**src/rtl/gat_pkg.sv**
```systemverilog
// gat_pkg: constants and types shared by the new-feature write path.
//   Dataset constants (DATA_WIDTH, NUM_FEATURE_OUT, NUM_SUBGRAPHS), the derived
//   new-feature BRAM depth / address width, and the writer FSM state type.
package gat_pkg;

    localparam int DATA_WIDTH         = 8;
    localparam int NUM_FEATURE_OUT    = 16;
    localparam int NUM_SUBGRAPHS      = 2708;
    localparam int NEW_FEATURE_DEPTH  = NUM_SUBGRAPHS * NUM_FEATURE_OUT;
    localparam int NEW_FEATURE_ADDR_W = $clog2(NEW_FEATURE_DEPTH);

    typedef enum logic [1:0] {
        IDLE  = 2'd0,
        WRITE = 2'd1,
        DONE  = 2'd2
    } state_t;

endpackage

```
**src/rtl/new_feat_writer_if.sv**
```systemverilog
// new_feat_writer_if: aggregator -> writer feature stream (valid/ready).
//   valid : element valid        (master -> slave)
//   ready : element accepted     (slave -> master)
//   data  : signed feature value (master -> slave)
//   last  : last element of a subgraph (master -> slave)
interface new_feat_writer_if #(
    parameter int DATA_WIDTH = gat_pkg::DATA_WIDTH
);
    logic                  valid;
    logic                  ready;
    logic                  last;
    logic [DATA_WIDTH-1:0] data;

    modport master (output valid, output data, output last, input ready);
    modport slave  (input valid, input data, input last, output ready);
endinterface

```
**src/rtl/new_feat_writer.sv**
```systemverilog
// new_feat_writer: writes the aggregator's feature stream into port A of the
// new-feature BRAM, one word per accepted beat, and flags layer completion.
//
// Ports:
//   clk, rst        : clock, asynchronous active-high reset
//   start           : one-cycle pulse, (re)start a layer write-back
//   feat            : feature stream, slave side (valid/ready/data/last)
//   bram_ena/wea    : port-A enable / write enable (always equal)
//   bram_addra/din  : port-A word address / write data
//   done            : level, layer fully written
//   subgraph_cnt    : subgraphs completed in the current layer
//   err             : sticky, feat_last misaligned with the feature count
//
// Build option: define FEAT_RELU_EN to clamp negative elements to zero
// before they are written (same latency).
module new_feat_writer
    import gat_pkg::*;
#(
    parameter int DATA_WIDTH         = gat_pkg::DATA_WIDTH,
    parameter int NUM_FEATURE_OUT    = gat_pkg::NUM_FEATURE_OUT,
    parameter int NUM_SUBGRAPHS      = gat_pkg::NUM_SUBGRAPHS,
    parameter int NEW_FEATURE_DEPTH  = NUM_SUBGRAPHS * NUM_FEATURE_OUT,
    parameter int NEW_FEATURE_ADDR_W = $clog2(NEW_FEATURE_DEPTH),
    parameter int FEAT_CNT_W         = (NUM_FEATURE_OUT > 1) ? $clog2(NUM_FEATURE_OUT) : 1,
    parameter int SUBGRAPH_CNT_W     = $clog2(NUM_SUBGRAPHS + 1)
) (
    input  logic                          clk,
    input  logic                          rst,
    input  logic                          start,
    new_feat_writer_if.slave              feat,
    output logic                          bram_ena,
    output logic                          bram_wea,
    output logic [NEW_FEATURE_ADDR_W-1:0] bram_addra,
    output logic [DATA_WIDTH-1:0]         bram_din,
    output logic                          done,
    output logic [SUBGRAPH_CNT_W-1:0]     subgraph_cnt,
    output logic                          err
);

    localparam logic [NEW_FEATURE_ADDR_W-1:0] ADDR_LAST = NEW_FEATURE_ADDR_W'(NEW_FEATURE_DEPTH - 1);
    localparam logic [FEAT_CNT_W-1:0]         FEAT_MAX  = FEAT_CNT_W'(NUM_FEATURE_OUT - 1);

    state_t                        state_q;
    state_t                        state_d;
    logic [NEW_FEATURE_ADDR_W-1:0] addr;
    logic [FEAT_CNT_W-1:0]         feat_cnt;
    logic [DATA_WIDTH-1:0]         din_next;
    logic                          accept;

    // start always wins over a beat presented in the same cycle
    assign accept = feat.valid && feat.ready && !start;

`ifdef FEAT_RELU_EN
    assign din_next = feat.data[DATA_WIDTH-1] ? '0 : feat.data;
`else
    assign din_next = feat.data;
`endif

    // state register
    always_ff @(posedge clk or posedge rst) begin
        if (rst) state_q <= IDLE;
        else     state_q <= state_d;
    end

    // next-state logic
    always_comb begin
        state_d = state_q;
        case (state_q)
            IDLE:    if (start) state_d = WRITE;
            WRITE: begin
                if (start)                             state_d = WRITE;
                else if (accept && addr == ADDR_LAST)  state_d = DONE;
            end
            DONE:    if (start) state_d = WRITE;
            default: state_d = IDLE;
        endcase
    end

    // output logic: ready is the only combinational output
    always_comb begin
        feat.ready = (state_q == WRITE);
    end

    // done registered from next state so it rises with the final write strobe
    always_ff @(posedge clk or posedge rst) begin
        if (rst) done <= 1'b0;
        else     done <= (state_d == DONE);
    end

    // counters and the port-A write register
    always_ff @(posedge clk or posedge rst) begin
        if (rst) begin
            addr         <= '0;
            feat_cnt     <= '0;
            subgraph_cnt <= '0;
            err          <= 1'b0;
            bram_ena     <= 1'b0;
            bram_wea     <= 1'b0;
            bram_addra   <= '0;
            bram_din     <= '0;
        end else if (start) begin
            addr         <= '0;
            feat_cnt     <= '0;
            subgraph_cnt <= '0;
            err          <= 1'b0;
            bram_ena     <= 1'b0;
            bram_wea     <= 1'b0;
        end else if (accept) begin
            bram_ena   <= 1'b1;
            bram_wea   <= 1'b1;
            bram_addra <= addr;
            bram_din   <= din_next;
            // hold at the last word rather than wrapping; the FSM leaves WRITE here
            if (addr != ADDR_LAST) addr <= addr + NEW_FEATURE_ADDR_W'(1);
            if (feat.last || feat_cnt == FEAT_MAX) begin
                // an early last realigns the count; a missing last wraps anyway
                feat_cnt     <= '0;
                subgraph_cnt <= subgraph_cnt + SUBGRAPH_CNT_W'(1);
                if (feat.last != (feat_cnt == FEAT_MAX)) err <= 1'b1;
            end else begin
                feat_cnt <= feat_cnt + FEAT_CNT_W'(1);
            end
        end else begin
            bram_ena <= 1'b0;
            bram_wea <= 1'b0;
        end
    end

endmodule

```
**src/flat_wrapper.sv**
```systemverilog
// flat-port wrapper written by rule: the top's interface ports become plain ports
module new_feat_writer_flat import gat_pkg::*;
#(
    parameter int DATA_WIDTH         = gat_pkg::DATA_WIDTH,
    parameter int NUM_FEATURE_OUT    = gat_pkg::NUM_FEATURE_OUT,
    parameter int NUM_SUBGRAPHS      = gat_pkg::NUM_SUBGRAPHS,
    parameter int NEW_FEATURE_DEPTH  = NUM_SUBGRAPHS * NUM_FEATURE_OUT,
    parameter int NEW_FEATURE_ADDR_W = $clog2(NEW_FEATURE_DEPTH),
    parameter int FEAT_CNT_W         = (NUM_FEATURE_OUT > 1) ? $clog2(NUM_FEATURE_OUT) : 1,
    parameter int SUBGRAPH_CNT_W     = $clog2(NUM_SUBGRAPHS + 1)
)
  (clk, rst, start, bram_ena, bram_wea, bram_addra, bram_din, done, subgraph_cnt, err, feat_valid, feat_data, feat_last, feat_ready);
  new_feat_writer_if #(.DATA_WIDTH(DATA_WIDTH)) feat_i ();
  input  logic clk;
  input  logic rst;
  input  logic start;
  output logic bram_ena;
  output logic bram_wea;
  output logic [NEW_FEATURE_ADDR_W-1:0] bram_addra;
  output logic [DATA_WIDTH-1:0] bram_din;
  output logic done;
  output logic [SUBGRAPH_CNT_W-1:0] subgraph_cnt;
  output logic err;
  input wire logic [$bits(feat_i.valid)-1:0] feat_valid;
  input wire logic [$bits(feat_i.data)-1:0] feat_data;
  input wire logic [$bits(feat_i.last)-1:0] feat_last;
  output wire logic [$bits(feat_i.ready)-1:0] feat_ready;
  assign feat_i.valid = feat_valid;
  assign feat_i.data = feat_data;
  assign feat_i.last = feat_last;
  assign feat_ready = feat_i.ready;
  new_feat_writer #(.DATA_WIDTH(DATA_WIDTH), .NUM_FEATURE_OUT(NUM_FEATURE_OUT), .NUM_SUBGRAPHS(NUM_SUBGRAPHS), .NEW_FEATURE_DEPTH(NEW_FEATURE_DEPTH), .NEW_FEATURE_ADDR_W(NEW_FEATURE_ADDR_W), .FEAT_CNT_W(FEAT_CNT_W), .SUBGRAPH_CNT_W(SUBGRAPH_CNT_W)) u_core (.clk(clk), .rst(rst), .start(start), .feat(feat_i), .bram_ena(bram_ena), .bram_wea(bram_wea), .bram_addra(bram_addra), .bram_din(bram_din), .done(done), .subgraph_cnt(subgraph_cnt), .err(err));
endmodule
```
**config.mk**
```make
export PLATFORM = sky130hd
export DESIGN_NAME = new_feat_writer_flat
export DESIGN_NICKNAME = d
export VERILOG_FILES = /design/src/rtl/gat_pkg.sv /design/src/rtl/new_feat_writer_if.sv /design/src/rtl/new_feat_writer.sv /design/src/flat_wrapper.sv
export SDC_FILE = /design/constraint.sdc
export NUM_CORES = 1
export LEC_CHECK = 0
export BUFFER_PORTS_ARGS = -buffer_cell sky130_fd_sc_hd__buf_2
export CORE_MARGIN = 10
export CORE_UTILIZATION = 50
export CTS_CLUSTER_SIZE = 28
export DETAILED_ROUTE_END_ITERATION = 7
export GPL_TIMING_DRIVEN = 0
export PLACE_DENSITY = 0.84
export SYNTH_ARGS = -nofsm -noshare
export SYNTH_HDL_FRONTEND = slang
export SYNTH_SLANG_ARGS = --single-unit
export TNS_END_PERCENT = 5
```
**constraint.sdc**
```tcl
create_clock -name clk -period 1.8 [get_ports clk]
set_input_delay 0.18 -clock clk [delete_from_list [all_inputs] [get_ports clk]]
set_output_delay 0.18 -clock clk [all_outputs]
set_load 0.005 [all_outputs]
```
* Word-level counts from Yosys, hierarchy flattened
Cells that the tools add are included.
Operators by class: $add $sub $neg 3, eq/ne operators 7, multiplexer cells 19, bitwise logic cells 1, reductions and logical operators 15
Operators by type and width (number):
- 16-bit 2-to-1 mux | 3
- 12-bit 2-to-1 mux | 3
- 16-bit by 1-bit adder with 16-bit output, second input constant | 1
- 16-bit == test, second input constant | 1
- 16-bit inequality test, second input constant | 1
- 12-bit by 1-bit adder with 12-bit output, second input constant | 1
- 4-bit 2-to-1 mux | 3
- 2-bit nonzero test | 4
- 1-bit 2-to-1 mux | 6
- 2-bit 2-to-1 mux | 3
- 2-bit AND reduction | 3
- 4-bit by 1-bit adder with 4-bit output, second input constant | 1
- 2-bit == test, second input constant | 2
- 4-bit == test, second input constant | 1
- 2-bit one-hot mux with 2 select lines | 1
- 1-bit logical AND | 3
- 3-bit AND reduction | 1
- 2-bit by 1-bit == test with 1-bit output, second input constant | 1
- 2-bit zero test | 1
- 2-bit OR reduction | 1
- 1-bit zero test | 1
- 1-bit logical OR | 1
- 1-bit inequality test | 1
- 1-bit inverter | 1
Storage, ports and cells: flip-flop bits (word level) 61, input port bits 13, output and inout bits 41, word-level logic and storage cells 54

* Longest topological paths before layout
Gate-level depths: netlist (run 1).
depth in word-level cells 8, gate-level depth with buffers 8, mapped depth without buffers 7

* Worst setup path after synthesis (run 1)
OpenSTA, ideal clock, no wires.
path kind flip-flop to flip-flop, start point reg u_core.feat_cnt[0], end point reg u_core.subgraph_cnt[6], setup time 0.132 ns, arrival 1.842 ns, required time 1.668 ns, slack -0.173 ns, stages on the path, launching flop included 9, buffers on the path 1, clock period less this slack 1.973 ns, path through dfrtp_1 > ha_1 > nand3_1 > ha_1 > nor4bb_1 > clkbuf_1 > o2111ai_1 > xor2_1 > nor2_1
On the way: word-level cells in the longest chain between the ends 4
Ends and longest elaborated chain:
- start, declared | RTL line new_feat_writer.sv:46 | logic [FEAT_CNT_W-1:0] feat_cnt;
- start signal, assigned | RTL line new_feat_writer.sv:121 | feat_cnt <= feat_cnt + FEAT_CNT_W'(1);
- 4-bit == test | RTL line new_feat_writer.sv:115 | if (feat.last || feat_cnt == FEAT_MAX) begin
- 1-bit logical OR | RTL line new_feat_writer.sv:115
- 2-bit nonzero test (no source line)
- 2-bit AND reduction (no source line)
- end signal, assigned | RTL line new_feat_writer.sv:118 | subgraph_cnt <= subgraph_cnt + SUBGRAPH_CNT_W'(1);
- end, declared | RTL line new_feat_writer.sv:36 | output logic [SUBGRAPH_CNT_W-1:0] subgraph_cnt,
Every way passes these cells. A chain may end at the register's enable or synchronous reset.

* Worst setup path after layout (run 1)
start point reg u_core.feat_cnt[0], end point reg u_core.subgraph_cnt[11]
The elaborated chain is that of the path after synthesis.

==> run summary, run 1 <==
Relative area change from synthesis to final layout: 27.2%. For this block, the initial DRC count from the detailed router was 154. The largest net degree at the start of global routing came out at 34.

The run gives 59.3% as the normalized max-slew margin. The flip-flop and latch count after synthesis came out at 61. The worst-case clock buffer depth is 2. The number of failing setup endpoints in the final timing report is 18, and the critical path buffer and inverter count is 0. The congestion estimate from routability-driven global placement came to 0.787. The final route contains 2282 vias. The via count normalized by instance count was 5.62; the count of buffers inserted at the top-level ports was 53.

The initial antenna violation count was 0. By instance count, the cell type seen most on the critical path is sky130_fd_sc_hd__ha_4. In the layout the commonest cells are sky130_fd_sc_hd__dfrtp_1 (59), sky130_fd_sc_hd__buf_2 (53), sky130_fd_sc_hd__nor2_1 (24).

The logs give 0.584 mV for the worst voltage drop across the vdd grid and 10700 um for the first-pass GRT wire length. The clock arrives with 0.00841 ns of skew. TritonCTS built the clock tree. Grouping stages by cell kind, the critical path spends the most delay in simple AND/OR/NAND/NOR gates.

The most frequent standard cell in the layout excluding fill and tap cells is sky130_fd_sc_hd__dfrtp_1. The DRC violation count after routing came out at 0. Counting every instance in the synthesized netlist gives 253.

Global routing finished with a remaining overflow of 0. Global routing used 14.9% of the available tracks. STA classifies the critical path startpoint as a register. After floorplanning, the core was sized to cover 0.00554 mm^2. The total number of nets in the final design was 347; the height of the die was 95.6 um. The HPWL after detailed placement is 4540 um, and the number of global-route vias before repair is 2259. The tools report the net count after synthesis as 270.

The ratio of final minimum period to clock period came out at 111%. Die boundary width: 95.6 um. Counting distinct cell types in the post-synthesis netlist gives 48.

Critical path's largest stage delay: 0.40 ns. The tightest min-delay check is of the in -> reg type. The analysis attributes to cell leakage a power of 1.77 nW. The tools report the sequential element share of the synthesized area as 53.4%. Setup repair after global routing could not meet its margin everywhere. The count of endpoints failing hold in the final timing report was 0; the area after detailed placement was 0.00325 mm^2. Wires add up to 6760 um. The signal on the critical path passes through ha_4, nand3_4, ha_4, nor4bb_4, o21ai_2, nor3_2, mux2_4.

For the total power, the log shows 2.80 mW. The flow ran to the end, but the final reports show violations. Data arrives at the worst endpoint at 2.22 ns. The number of clock buffers added by TritonCTS is 9.

The H-tree generated during clock tree synthesis spans 3 levels. The final reports fail on negative setup slack. Clock-pin slew was measured on the worst setup and hold paths at 0.06 ns. With fillers left out, the area of the finished cells amounts to 0.00364 mm^2. Pin placement for this block handled 54 I/O pins. Across the run, the number of max-cap violations was 0. The tree is rooted in a sky130_fd_sc_hd__clkbuf_8. The initial core utilization is 51.6%.

The mapped netlist covers 0.00286 mm^2. For the number of nets still failing antenna checks after routing, the log shows 0. Along the worst path, the maximum fanout reaches 4. The mean instance size in the synthesized netlist is 11.3 um^2, and the average wire length per cell after detail routing is 16.7 um.

In this run the core area contains 27 standard-cell rows. The detailed-router iteration count before antenna repair came out at 4. Classification of the worst setup path: reg -> reg. The tools report the full die area as 0.00915 mm^2. The worst setup path is captured at a register. In this run, placement finished with an instance count of 379. The tree built by TritonCTS fans out to 61 sinks.

The logs give 2.02 ns for the endpoint required time on the critical path and 0 for the diode insertion count for antenna repair. For the pin with the worst max-slew slack, the measured transition is 0.609 ns. The slowest stage of the critical path is the sky130_fd_sc_hd__dfrtp_1 cell. The run gives 500 MHz as the achievable frequency. The final critical-path setup slack was -0.199 ns; the number of fill cells was 423. The total of warnings raised by yosys was 0; the time the final worst path needs with I/O delays and setup was 2.00 ns. Ratio of total power to cell area: 768 mW/mm^2.

Once layout is complete, the cells apart from fillers number 406. Prior to clock tree synthesis, the placed netlist has a worst setup slack of -0.474 ns. The fraction of layout instances using a drive strength above 1 is 38.0%, and the clock insertion delay at the later pin of the skew report is 0.34 ns. The final max-slew violation count came out at 0. The run gives -1.85 ns as the summed negative setup slack over all endpoints.
-- synthesized netlist by cell type, drive strengths merged --
library cell  count  area [um^2]
a21o              1         7.51
a21oi            15         75.1
a22o              1         8.76
a31o              2         17.5
and2              1         6.26
and3              3         18.8
and3b             1         8.76
and4              3         27.5
and4b             2         20.0
buf               5         28.8
clkbuf            7         26.3
dfrtp            61         1530
ha                4         50.1
inv               5         18.8
mux2             30          338
nand2            12         45.0
nand2b            2         12.5
nand3            13         65.1
nand3b            2         15.0
nand4             3         18.8
nand4b            1         8.76
nor2             25         93.8
nor2b             8         50.1
nor3              6         40.0
nor3b             1         7.51
nor4              5         52.6
nor4b             1         8.76
nor4bb            1         10.0
o2111ai           2         17.5
o211a             1         10.0
o211ai            3         22.5
o21ai             6         30.0
o21bai            1         7.51
o31ai             2         15.0
or3               1         6.26
or4               2         15.0
or4b              1         13.8
or4bb             1         11.3
xnor2             4         35.0
xor2              8         70.1
-- worst reg2reg max path, cell delays in order (launching register included) --
cell and delay (ns):
sky130_fd_sc_hd__dfrtp_1 0.40, sky130_fd_sc_hd__ha_4 0.17, sky130_fd_sc_hd__nand3_4 0.07, sky130_fd_sc_hd__ha_4 0.19, sky130_fd_sc_hd__nor4bb_4 0.39, sky130_fd_sc_hd__o21ai_2 0.10
sky130_fd_sc_hd__nor3_2 0.24, sky130_fd_sc_hd__mux2_4 0.31
-- final cells by class --
class / instances / area [um^2] / share of cell area (%)
Clock buffer: 14 / 173 / 4.75
Multi-Input combinational cell: 175 / 1380 / 37.8
Tap cell: 72 / 90.1 / 2.48
Timing Repair Buffer: 66 / 378 / 10.4
Clock inverter: 1 / 5.00 / 0.138
Sequential cell: 61 / 1530 / 42.0
Buffer: 12 / 70.1 / 1.93
Inverter: 5 / 18.8 / 0.516
-- routing by layer --
metal | vias to the layer above | part of all wire (%) | GRT usage [%]
li1 | 1059 | - | -
met1 | 1144 | 40 | 17.0
met2 | 67 | 50 | 24.2
met3 | 12 | 8.0 | 6.05
met4 | 0 | 1.8 | 6.51
met5 | - | 0 | 0
-- state kept, by name (all words and copies together), names as in the netlist --
| register | cells |
|---|---|
| u_core.addr | 16 |
| u_core.bram_addra | 16 |
| u_core.bram_din | 8 |
| u_core.bram_ena | 1 |
| u_core.done | 1 |
| u_core.err | 1 |
| u_core.feat_cnt | 4 |
| u_core.state_q | 2 |
| u_core.subgraph_cnt | 12 |
-- repair_timing --
action                                  CTS  global route
hold buffers                              1             0
endpoints found under the setup margin   49            52
endpoints found under the hold margin    28             0
setup buffers                             3             8
gates resized for setup                   6            21
pin swaps                                 4             8
-- metrics by stage --
stage	util, %	hold WS [ns]
after CTS	63.1	0.0475
after global placement	58.3	0.399
after detailed placement	58.6	0.290
after floorplan	-	0.315
after global routing	65.7	0.0505
final	65.7	0.0571
-- logic make-up after synthesis --
kind of cell    after synthesis  share of synthesized area (%)
mux                          30                           11.8
xor+xnor                     12                           3.67
fa+ha+maj                     4                           1.75
compound gates               34                           7.39
simple gates                 95                           19.4
buf+inv                      17                           2.58
flops                        61                           53.4
-- final timing paths --
kind	startpoint	to	slack, ns	cells after the start
min	feat_data[6]	u_core.bram_din[6]$_DFFE_PP0P_	0.06	2
min reg2reg	u_core.bram_din[7]$_DFFE_PP0P_	u_core.bram_din[7]$_DFFE_PP0P_	0.48	1
max reg2reg	u_core.feat_cnt[0]$_DFFE_PP0P_	u_core.subgraph_cnt[11]$_DFFE_PP0P_	-0.20	7
min in group asynchronous	rst	u_core.subgraph_cnt[6]$_DFFE_PP0P_	0.45	3
max	u_core.feat_cnt[0]$_DFFE_PP0P_	u_core.subgraph_cnt[11]$_DFFE_PP0P_	-0.20	7
max in group asynchronous	rst	u_core.state_q[1]$_DFF_PP0_	0.74	4
-- power by group --
part | switching, mW | internal, mW | leakage, nW | total, mW
clock network | 0.503 | 0.604 | 0.0926 | 1.11
logic | 0.130 | 0.114 | 0.854 | 0.245
registers | 0.0287 | 1.42 | 0.820 | 1.44
(Power assumes the default switching activity.)
==> run 2, diff against run 1 <==
--- a/config.mk
+++ b/config.mk
@@ -5,13 +5,14 @@
 export SDC_FILE = /design/constraint.sdc
 export NUM_CORES = 1
 export LEC_CHECK = 0
+export ABC_AREA = 1
 export BUFFER_PORTS_ARGS = -buffer_cell sky130_fd_sc_hd__buf_2
 export CORE_MARGIN = 10
 export CORE_UTILIZATION = 50
 export CTS_CLUSTER_SIZE = 28
 export DETAILED_ROUTE_END_ITERATION = 7
 export GPL_TIMING_DRIVEN = 0
-export PLACE_DENSITY = 0.84
+export PLACE_DENSITY = 0.83
 export SYNTH_ARGS = -nofsm -noshare
 export SYNTH_HDL_FRONTEND = slang
 export SYNTH_SLANG_ARGS = --single-unit
==> run 2 against run 1 <==
Net effect: the run now ends clean; hold slack worse by 0.035 ns; count of clock-buffer cells in the layout fell by 5; cell area increased by 1.3%; utilization down 3.8 points; highest routed layer unchanged.
==> run summary, run 2 <==
The type of the most critical hold path is in -> reg. The run gives 0 (unchanged) as the remaining global-route overflow. The ratio of total power to cell area was 813 mW/mm^2 (+5.7%); the summed negative setup slack over all endpoints was 0 ns (+1.85 ns).

The global placer's final weighted congestion came out at 0.953 (+21%). The tools report the leakage power of the design as 1.87 nW (+5.7%). In the synthesized netlist, the cells that appear most often are sky130_fd_sc_hd__nand2_1 (128), sky130_fd_sc_hd__dfrtp_1 (61), sky130_fd_sc_hd__inv_1 (38), sky130_fd_sc_hd__nand3_1 (35), sky130_fd_sc_hd__o21ai_0 (35).

The area share of the largest cell type after synthesis came out at 49.3% (-4.1 points). The tools report the final max-slew violation count as 0 (unchanged). In this run the critical register-to-register path is captured at u_core.subgraph_cnt[2]$_DFFE_PP0P_. The average wire length per cell after detail routing is 14.4 um (-14%). The relative area change from synthesis to final layout works out to 19.1%. The count of buffers inserted at the top-level ports is 53 (unchanged), and the number of enable flip-flop cells after synthesis is 0 (unchanged).

Walking the worst path, the cells encountered are ha_1, nand3_1, ha_1, nand2_2, nand2_2, buf_6, nor3_1, nor2_1. The tools report the TritonCTS sink count as 61 (unchanged). The tools report the full die area as 0.00974 mm^2 (+6.5%). The diode insertion count for antenna repair was 0 (unchanged); the number of global-route vias before repair was 2773 (+23%). For the net count after synthesis, the log shows 417 (+54%). The first-pass GRT wire length was 13100 um (+22%); the instance count on the critical path was 8 (+1). In this run the critical register-to-register path is launched from u_core.feat_cnt[1]$_DFFE_PP0P_. DRC violation count after routing: 0 (unchanged). The detailed-route via count was 2856 (+25%). The time the final worst path needs with I/O delays and setup works out to 1.62 ns (-0.380 ns). The dominant combinational cell family by area after synthesis is simple AND/OR/NAND/NOR gates. The total number of nets in the final design is 483 (+39%). Most frequent standard cell in the layout excluding fill and tap cells: sky130_fd_sc_hd__nand2_1.

Die boundary width: 98.7 um (+3.2%). Setup repair after global routing left no endpoint under its margin. The largest registers in the layout are u_core.addr: 16 flops, u_core.bram_addra: 16 flops, u_core.subgraph_cnt: 12 flops. The slowest cell on the critical path is sky130_fd_sc_hd__dfrtp_1.

The run gives 516 (+22%) as the number of fill cells. The async set-reset flop share out of synthesis was 100% (unchanged); the fraction of layout instances using a drive strength above 1 was 21.0% (-17 points). The mean instance size in the synthesized netlist is 7.74 um^2 (-32%), and the sequential standard cell area is 0.00153 mm^2 (-0.16%). The slew of the pin with the lowest slew margin was 0.681 ns (+0.0719 ns); the multiplexer fraction of the synthesized cell area was 0% (-12 points).

The floorplan row count was 28 (+3.7%). The run gives 54 (unchanged) as the number of top-level pins. Summed instance area of the synthesized netlist: 0.00310 mm^2 (+8.2%). The tools report the achievable frequency as 617 MHz (+23%). The tools report the detailed-router iteration count before antenna repair as 4 (unchanged). Sequential element share of the synthesized area: 49.3% (-4.1 points). The share of synthesized cell area in and, or, nand and nor gates is 32.0% (+13 points), and the instance count of the mapped netlist is 400 (+58%).

The tools report the start point of the critical path as u_core.feat_cnt[1]$_DFFE_PP0P_. The total of warnings raised by yosys is 0 (unchanged), and the number of buffers inserted to repair setup after CTS is 0 (-3). In this run the worst setup path terminates at u_core.subgraph_cnt[2]$_DFFE_PP0P_. The count of endpoints failing hold in the final timing report was 0 (unchanged); the total core area was 0.00596 mm^2 (+7.5%). The number of cells traversed by the worst register-to-register path was 8 (+1).

The H-tree depth is 3 (unchanged). The kind of cell with the highest combined delay along the critical path is simple AND/OR/NAND/NOR gates. The fraction of the mapped netlist area in adder cells works out to 1.62% (-0.13 points).

The cell chosen for the clock root is sky130_fd_sc_hd__clkbuf_8. The initial core utilization is 52.0% (+0.35 points), and the ratio of final minimum period to clock period is 90.0% (-21 points). TritonCTS built the clock tree. The synthesized design spends more area on one cell type than any other, namely sky130_fd_sc_hd__dfrtp_1. Violation count after the first detailed-route iteration: 197 (+28%).

The largest fanout on the critical path came out at 10 (+6). Worst-case register-to-register setup slack: 0.18 ns (+0.38 ns). The height of the die came out at 98.7 um (+3.2%).

The number of nets still failing antenna checks after routing is 0 (unchanged), and the number of failing setup endpoints in the final timing report is 0 (-18). Critical path buffer and inverter count: 1 (+1). The tools report the HPWL after detailed placement as 5800 um (+28%). The setup path with the least slack is of type reg -> reg.

Multi-input gate area in the final layout: 0.00134 mm^2 (-2.8%). The worst setup path is launched from a register. The clock insertion delay at the later pin of the skew report was 0.35 ns (about the same); the routed wire length was 7860 um (+16%).

The logs give 0.0225 ns (-0.0346 ns) for the worst hold margin and 33 (-2.9%) for the largest net degree at the start of global routing. Data arrival at the endpoint of the critical path: 1.86 ns (-0.36 ns). The clock transition time at the flip-flop clock pins of the worst setup and hold paths was 0.07 ns (about the same). The run gives 28 (-42%) as the post-synthesis cell type count.

XOR/XNOR share of the synthesized area: 0.566% (-3.1 points). The capturing element type of the critical path was a register. For the normalized max-slew margin, the log shows 54.5% (-4.8 points). The critical path's largest stage delay is 0.38 ns (-0.02 ns), and the endpoint required time on the critical path is 2.04 ns (+0.02 ns). The flip-flop and latch count after synthesis is 61 (unchanged), and the worst-case clock buffer depth is 2 (unchanged). The setup clock skew after layout came out at 0.00850 ns (+0.0000933 ns). By area the synthesized netlist is led by sky130_fd_sc_hd__dfrtp_1 (49%), sky130_fd_sc_hd__nand2_1 (16%), sky130_fd_sc_hd__nand3_1 (5.7%).

Total of max-cap violations: 0 (unchanged). The logs give 9 (unchanged) for the number of clock buffers inserted by TritonCTS and 0.531 mV (-9.1%) for the worst voltage drop across the vdd grid. The total power came out at 3.00 mW (+7.1%). In the layout the commonest cells are sky130_fd_sc_hd__nand2_1 (127), sky130_fd_sc_hd__dfrtp_1 (61), sky130_fd_sc_hd__buf_2 (60).

Predominant post-synthesis flop cell: sky130_fd_sc_hd__dfrtp_1. The overall global routing resource usage was 16.3% (+1.4 points). The via count normalized by instance count was 5.23 (-6.9%). The dominant cell by count in the synthesized netlist was sky130_fd_sc_hd__nand2_1. The initial antenna violation count came out at 0 (unchanged). Compound-cell area share of the yosys netlist: 8.93% (+1.5 points). The flow ran to the end, and the final reports show no timing, DRC or antenna violations.
==> run 2: changes by cell type after synthesis, sizes merged, moves of 13 or more <==
cell,before,now
nand3,13,35
nand2,12,132
nor2,25,38
mux2,30,0
o21ai,6,44
inv,5,41
==> run 2: how the worst min path moves through the flow <==
| stage | startpoint | endpoint | slack, ns | depth (start not counted) |
|---|---|---|---|---|
| after floorplan | start | u_core.err$_DFFE_PP0P_ | 0.24 | 1 |
| after global placement | feat_data[7] | u_core.bram_din[7]$_DFFE_PP0P_ | 0.38 | 3 |
| after detailed placement | rst | u_core.subgraph_cnt[4]$_DFFE_PP0P_ | 0.33 | 2 |
| after CTS | feat_data[4] | u_core.bram_din[4]$_DFFE_PP0P_ | 0.02 | 3 |
| after global routing | feat_data[0] | u_core.bram_din[0]$_DFFE_PP0P_ | 0.04 | 3 |
| final | feat_data[4] | u_core.bram_din[4]$_DFFE_PP0P_ | 0.02 | 3 |
==> run 2: area by class of cell <==
type                    count  share of cell area [%]
inverters                  41                    4.18
repair buffers             55                    8.01
multi-input cells         286                    36.3
flip-flops and latches     61                    41.4
plain buffers              12                    2.21
well taps                  75                    2.55
clock buffers               9                    3.36
clock inverters             7                    2.04
==> run 2: timing repair <==
action,4_1_cts,5_1_grt
hold buffers,1,0
endpoints found under the setup margin,0,1
hold endpoints to repair,31,0
resized for setup,0,1
==> run 2: where the power goes <==
group / internal (mW) / total, mW / switching, mW
clock network: 0.642 / 1.23 / 0.590
logic: 0.108 / 0.300 / 0.191
registers: 1.43 / 1.46 / 0.0372
total: 2.18 / 3.00 / 0.819
==> run 2: per-layer routing <==
| layer | vias to the layer above | global-route usage, % | share of wire, % |
|---|---|---|---|
| met5 | - | 0 | 0 |
| met4 | 0 | 7.72 | 2.3 |
| met3 | 17 | 4.33 | 6.9 |
| met2 | 96 | 26.6 | 47 |
| met1 | 1323 | 19.5 | 43 |
| li1 | 1420 | - | - |
==> run 2: cell families (layout without fill, tap and decap cells) <==
family	after synthesis	in the layout
AO/OA/AOI/OAI	52	52
XOR/XNOR	2	2
adder cells (fa/ha/maj)	4	4
buffers and inverters	53	124
flip-flops	61	61
AND/OR/NAND/NOR	228	228
==> run 2: tightest hold or removal path, stage by stage <==
cell	delay, ns
sky130_fd_sc_hd__buf_2	0.07
sky130_fd_sc_hd__nand2_1	0.04
sky130_fd_sc_hd__nand2_1	0.05
==> run 2: through the flow <==
| step | util (%) | setup WS [ns] | area, um^2 | cells |
|---|---|---|---|---|
| after floorplan | - | 0.107 | 3100 | 400 |
| after global placement | 58.0 | -0.614 | 3450 | 528 |
| after detailed placement | 58.3 | 0.152 | 3470 | 529 |
| after CTS | 61.8 | 0.145 | 3680 | 546 |
| after global routing | 61.9 | 0.0336 | 3690 | 546 |
| final | 61.9 | 0.180 | 3690 | 546 |
==> run 3, diff against run 2 <==
--- a/config.mk
+++ b/config.mk
@@ -12,6 +12,7 @@
 export CTS_CLUSTER_SIZE = 28
 export DETAILED_ROUTE_END_ITERATION = 7
 export GPL_TIMING_DRIVEN = 0
+export MAX_ROUTING_LAYER = met4
 export PLACE_DENSITY = 0.83
 export SYNTH_ARGS = -nofsm -noshare
 export SYNTH_HDL_FRONTEND = slang
==> run 3 against run 2 <==
Net effect: utilization decreased by 0.46 points; clock power decreased by 12%; sequential cell count unchanged; routed wire length decreased by 1.7%; via count increased by 1.2%; highest routed layer unchanged.
==> run summary, run 3 (synthesis results as in run 2) <==
The flow ran to the end, and the final reports show no timing, DRC or antenna violations. The critical path buffer and inverter count works out to 1 (unchanged). The critical path is of the reg -> reg type.

The die boundary width came out at 98.7 um (unchanged). The worst hold path terminates at u_core.bram_din[4]$_DFFE_PP0P_. The DRC violation count after routing is 0 (unchanged). The signal on the critical path passes through ha_1, nand3_1, ha_1, nand2_1, nand2_2, buf_6, nor3_1, nor2_1. The largest fanout on the critical path came out at 10 (unchanged).

The tools report the switching power as 0.805 mW (-1.7%). The startpoint identified for the worst hold timing path is feat_data[4]. The count of buffers inserted at the top-level ports was 53 (unchanged); the HPWL after detailed placement was 5780 um (-0.41%). The number of nets still failing antenna checks after routing came out at 0 (unchanged).

The logs give 0.00347 mm^2 (unchanged) for the area after detailed placement and 16.4% (+0.081 points) for the overall global routing resource usage. The run gives 541 (+4.8%) as the number of fill cells. The largest net degree at the start of global routing is 32 (-3.0%).

The achievable frequency was 609 MHz (-1.4%). The tools report the total core area as 0.00596 mm^2 (unchanged). The logs give 2891 (+1.2%) for the detailed-route via count and 2.03 ns (about the same) for the endpoint required time on the critical path. The number of top-level pins is 54 (unchanged). The global placer's final weighted congestion came out at 0.960 (+0.79%). The worst setup path is captured at a register.

The number of gates resized after CTS was 0 (unchanged). First-pass GRT wire length: 12800 um (-2.3%). The most numerous cell type found on the critical path is sky130_fd_sc_hd__ha_1. The via count normalized by instance count is 5.29 (+1.2%), and the final critical-path setup slack is 0.157 ns (-0.0234 ns). The tools report the number of clock buffers inserted by TritonCTS as 9 (unchanged). The clock network fraction of total power is 38.1% (-3.0 points), and the full die area is 0.00974 mm^2 (unchanged). The total number of nets in the final design came out at 483 (unchanged). The cell depth of the worst hold path came out at 3 (unchanged). STA classifies the critical path startpoint as a register. The fraction of layout instances using a drive strength above 1 was 20.8% (-0.21 points); the data arrival at the endpoint of the critical path was 1.88 ns (+0.02 ns). For this design, the slowest cell found on the critical path is sky130_fd_sc_hd__dfrtp_1. In the final layout, the registers with the most flip-flops are u_core.addr: 16 flops, u_core.bram_addra: 16 flops, u_core.subgraph_cnt: 12 flops. The critical path's largest stage delay came out at 0.38 ns (about the same). Cell chosen for the clock root: sky130_fd_sc_hd__clkbuf_8. The setup clock skew after layout is 0.0135 ns (+0.00500 ns).

The logs give 61 (unchanged) for the TritonCTS sink count and 3 (unchanged) for the H-tree depth. The tools report the reg-to-reg critical path endpoint as u_core.subgraph_cnt[2]$_DFFE_PP0P_. TritonCTS built the clock tree.

The normalized max-slew margin was 56.2% (+1.7 points). The final max-slew violation count was 0 (unchanged). For the initial antenna violation count, the log shows 0 (unchanged). Detailed-router iteration count before antenna repair: 5 (+1).

From synthesis to final layout, the design area changed by 18.2%. The worst setup timing slack at the placement stage is 0.164 ns (+0.0117 ns). The clock insertion delay at the later pin of the skew report is 0.34 ns (about the same). In this run the critical register-to-register path is launched from u_core.feat_cnt[1]$_DFFE_PP0P_. The share of power burned in combinational logic came out at 10.4% (+0.4 points). The number of global-route vias before repair came out at 2683 (-3.2%). The leakage power of the design came out at 1.87 nW (about the same).

The library cells used most frequently in the layout, excluding fill and tap cells, are sky130_fd_sc_hd__nand2_1 (128), sky130_fd_sc_hd__dfrtp_1 (61), sky130_fd_sc_hd__buf_2 (60). The most frequent standard cell in the layout excluding fill and tap cells was sky130_fd_sc_hd__nand2_1. The number of buffers inserted to repair setup after CTS was 0 (unchanged). Setup repair after global routing left no endpoint under its margin. The remaining global-route overflow was 0 (unchanged).

The net switching share of the total power works out to 28.3% (+0.98 points). The logs give 7730 um (-1.7%) for the routed wire length and 52.0% (unchanged) for the initial core utilization. The run gives 2.04 mW (-6.4%) as the internal power of the cells.

The tools report the diode insertion count for antenna repair as 0 (unchanged). The time the final worst path needs with I/O delays and setup is 1.64 ns (+0.0234 ns), and the number of hold-repair buffers added at the cts stage is 1 (unchanged). The type of the most critical hold path was in -> reg. The total of max-cap violations is 0 (unchanged). The violation count after the first detailed-route iteration is 222 (+13%), and the number of failing setup endpoints in the final timing report is 0 (unchanged). The average wire length per cell after detail routing is 14.2 um (-1.7%). The run gives 2 (unchanged) as the worst-case clock buffer depth. The worst voltage drop across the vdd grid came out at 0.392 mV (-26%). Largest delay contributor family on the critical path: simple AND/OR/NAND/NOR gates.

The ratio of final minimum period to clock period came out at 91.3% (+1.3 points). The tools report the design area as 0.00366 mm^2 (-0.75%). The tools report the floorplan row count as 28 (unchanged). The share of total power in sequential cells is 51.4% (+2.5 points).

The count of endpoints failing hold in the final timing report was 0 (unchanged). The run gives 0.16 ns (-0.02 ns) as the worst-case register-to-register setup slack. The height of the die was 98.7 um (unchanged).

The number of cells traversed by the worst register-to-register path was 8 (unchanged). The slew of the pin with the lowest slew margin was 0.655 ns (-0.0257 ns). The ratio of total power to cell area is 777 mW/mm^2 (-4.4%), and the clock transition time at the flip-flop clock pins of the worst setup and hold paths is 0.08 ns (about the same).
==> run 3: cell types whose count changed in the layout (fill, tap and decap cells not counted) <==
cell | previous run | this run
sky130_fd_sc_hd__bufinv_16 | 1 | 0
sky130_fd_sc_hd__clkinvlp_4 | 3 | 0
sky130_fd_sc_hd__nand2_2 | 4 | 3
sky130_fd_sc_hd__clkinv_2 | 1 | 3
sky130_fd_sc_hd__clkinv_4 | 1 | 3
sky130_fd_sc_hd__nand2_1 | 127 | 128
==> run 3: power by group through the flow <==
| stage | combinational (mW) | sequential, mW | clock, mW |
|---|---|---|---|
| 6_report | 0.296 | 1.46 | 1.08 |
| 5_1_grt | 0.342 | 1.47 | 1.18 |
| 4_1_cts | 0.302 | 1.46 | 1.10 |
| 3_5_place_dp | 0.300 | 1.49 | 0 |
| 3_3_place_gp | 0.286 | 1.49 | 0 |
| 2_1_floorplan | 0.166 | 1.49 | 0 |
==> run 3: final cells by class <==
class | instances | area [um^2] | share of cell area [%]
flip-flops and latches | 61 | 1530 | 41.7
multi-input cells | 286 | 1330 | 36.5
repair buffers | 55 | 295 | 8.07
inverters | 41 | 154 | 4.21
clock buffers | 9 | 124 | 3.39
well taps | 75 | 93.8 | 2.56
plain buffers | 12 | 81.3 | 2.22
clock inverters | 7 | 50.0 | 1.37
==> run 3: metrics by stage <==
step	total power, mW	setup TNS, ns	cells	util (%)	hold WS (ns)
2_1_floorplan	1.66	0	400	-	0.243
3_3_place_gp	1.77	-35.28	528	58.0	0.381
3_5_place_dp	1.79	0	529	58.3	0.310
4_1_cts	2.86	0	546	61.4	0.0299
5_1_grt	2.99	0	546	61.4	0.0342
6_report	2.84	0	546	61.4	0.0386
==> run 3: layer usage <==
metal,share of wire [%],vias up,global-route usage (%)
met2,48,76,25.3
met1,46,1368,20.1
met3,4.9,11,4.33
met5,0,-,-
met4,1.4,0,6.06
li1,-,1436,-
==> run 3: how the worst max path moves through the flow <==
stage | startpoint | end | slack, ns | depth (start not counted)
6_report | u_core.feat_cnt[1]$_DFFE_PP0P_ | u_core.subgraph_cnt[2]$_DFFE_PP0P_ | 0.16 | 8
2_1_floorplan | rst | u_core.addr[0]$_DFFE_PP0P_ | 0.11 | 1
3_5_place_dp | u_core.feat_cnt[1]$_DFFE_PP0P_ | u_core.subgraph_cnt[2]$_DFFE_PP0P_ | 0.16 | 8
3_3_place_gp | rst | u_core.addr[8]$_DFFE_PP0P_ | -0.58 | 2
4_1_cts | u_core.feat_cnt[1]$_DFFE_PP0P_ | u_core.subgraph_cnt[2]$_DFFE_PP0P_ | 0.17 | 8
5_1_grt | u_core.feat_cnt[1]$_DFFE_PP0P_ | u_core.subgraph_cnt[2]$_DFFE_PP0P_ | 0.04 | 8
==> run 3: worst reg2reg max path, cell delays in order, from the launching register on <==
cell and delay (ns):
sky130_fd_sc_hd__dfrtp_1 0.38, sky130_fd_sc_hd__ha_1 0.21, sky130_fd_sc_hd__nand3_1 0.09, sky130_fd_sc_hd__ha_1 0.22, sky130_fd_sc_hd__nand2_1 0.16, sky130_fd_sc_hd__nand2_2 0.14, sky130_fd_sc_hd__buf_6 0.17, sky130_fd_sc_hd__nor3_1 0.12
sky130_fd_sc_hd__nor2_1 0.07
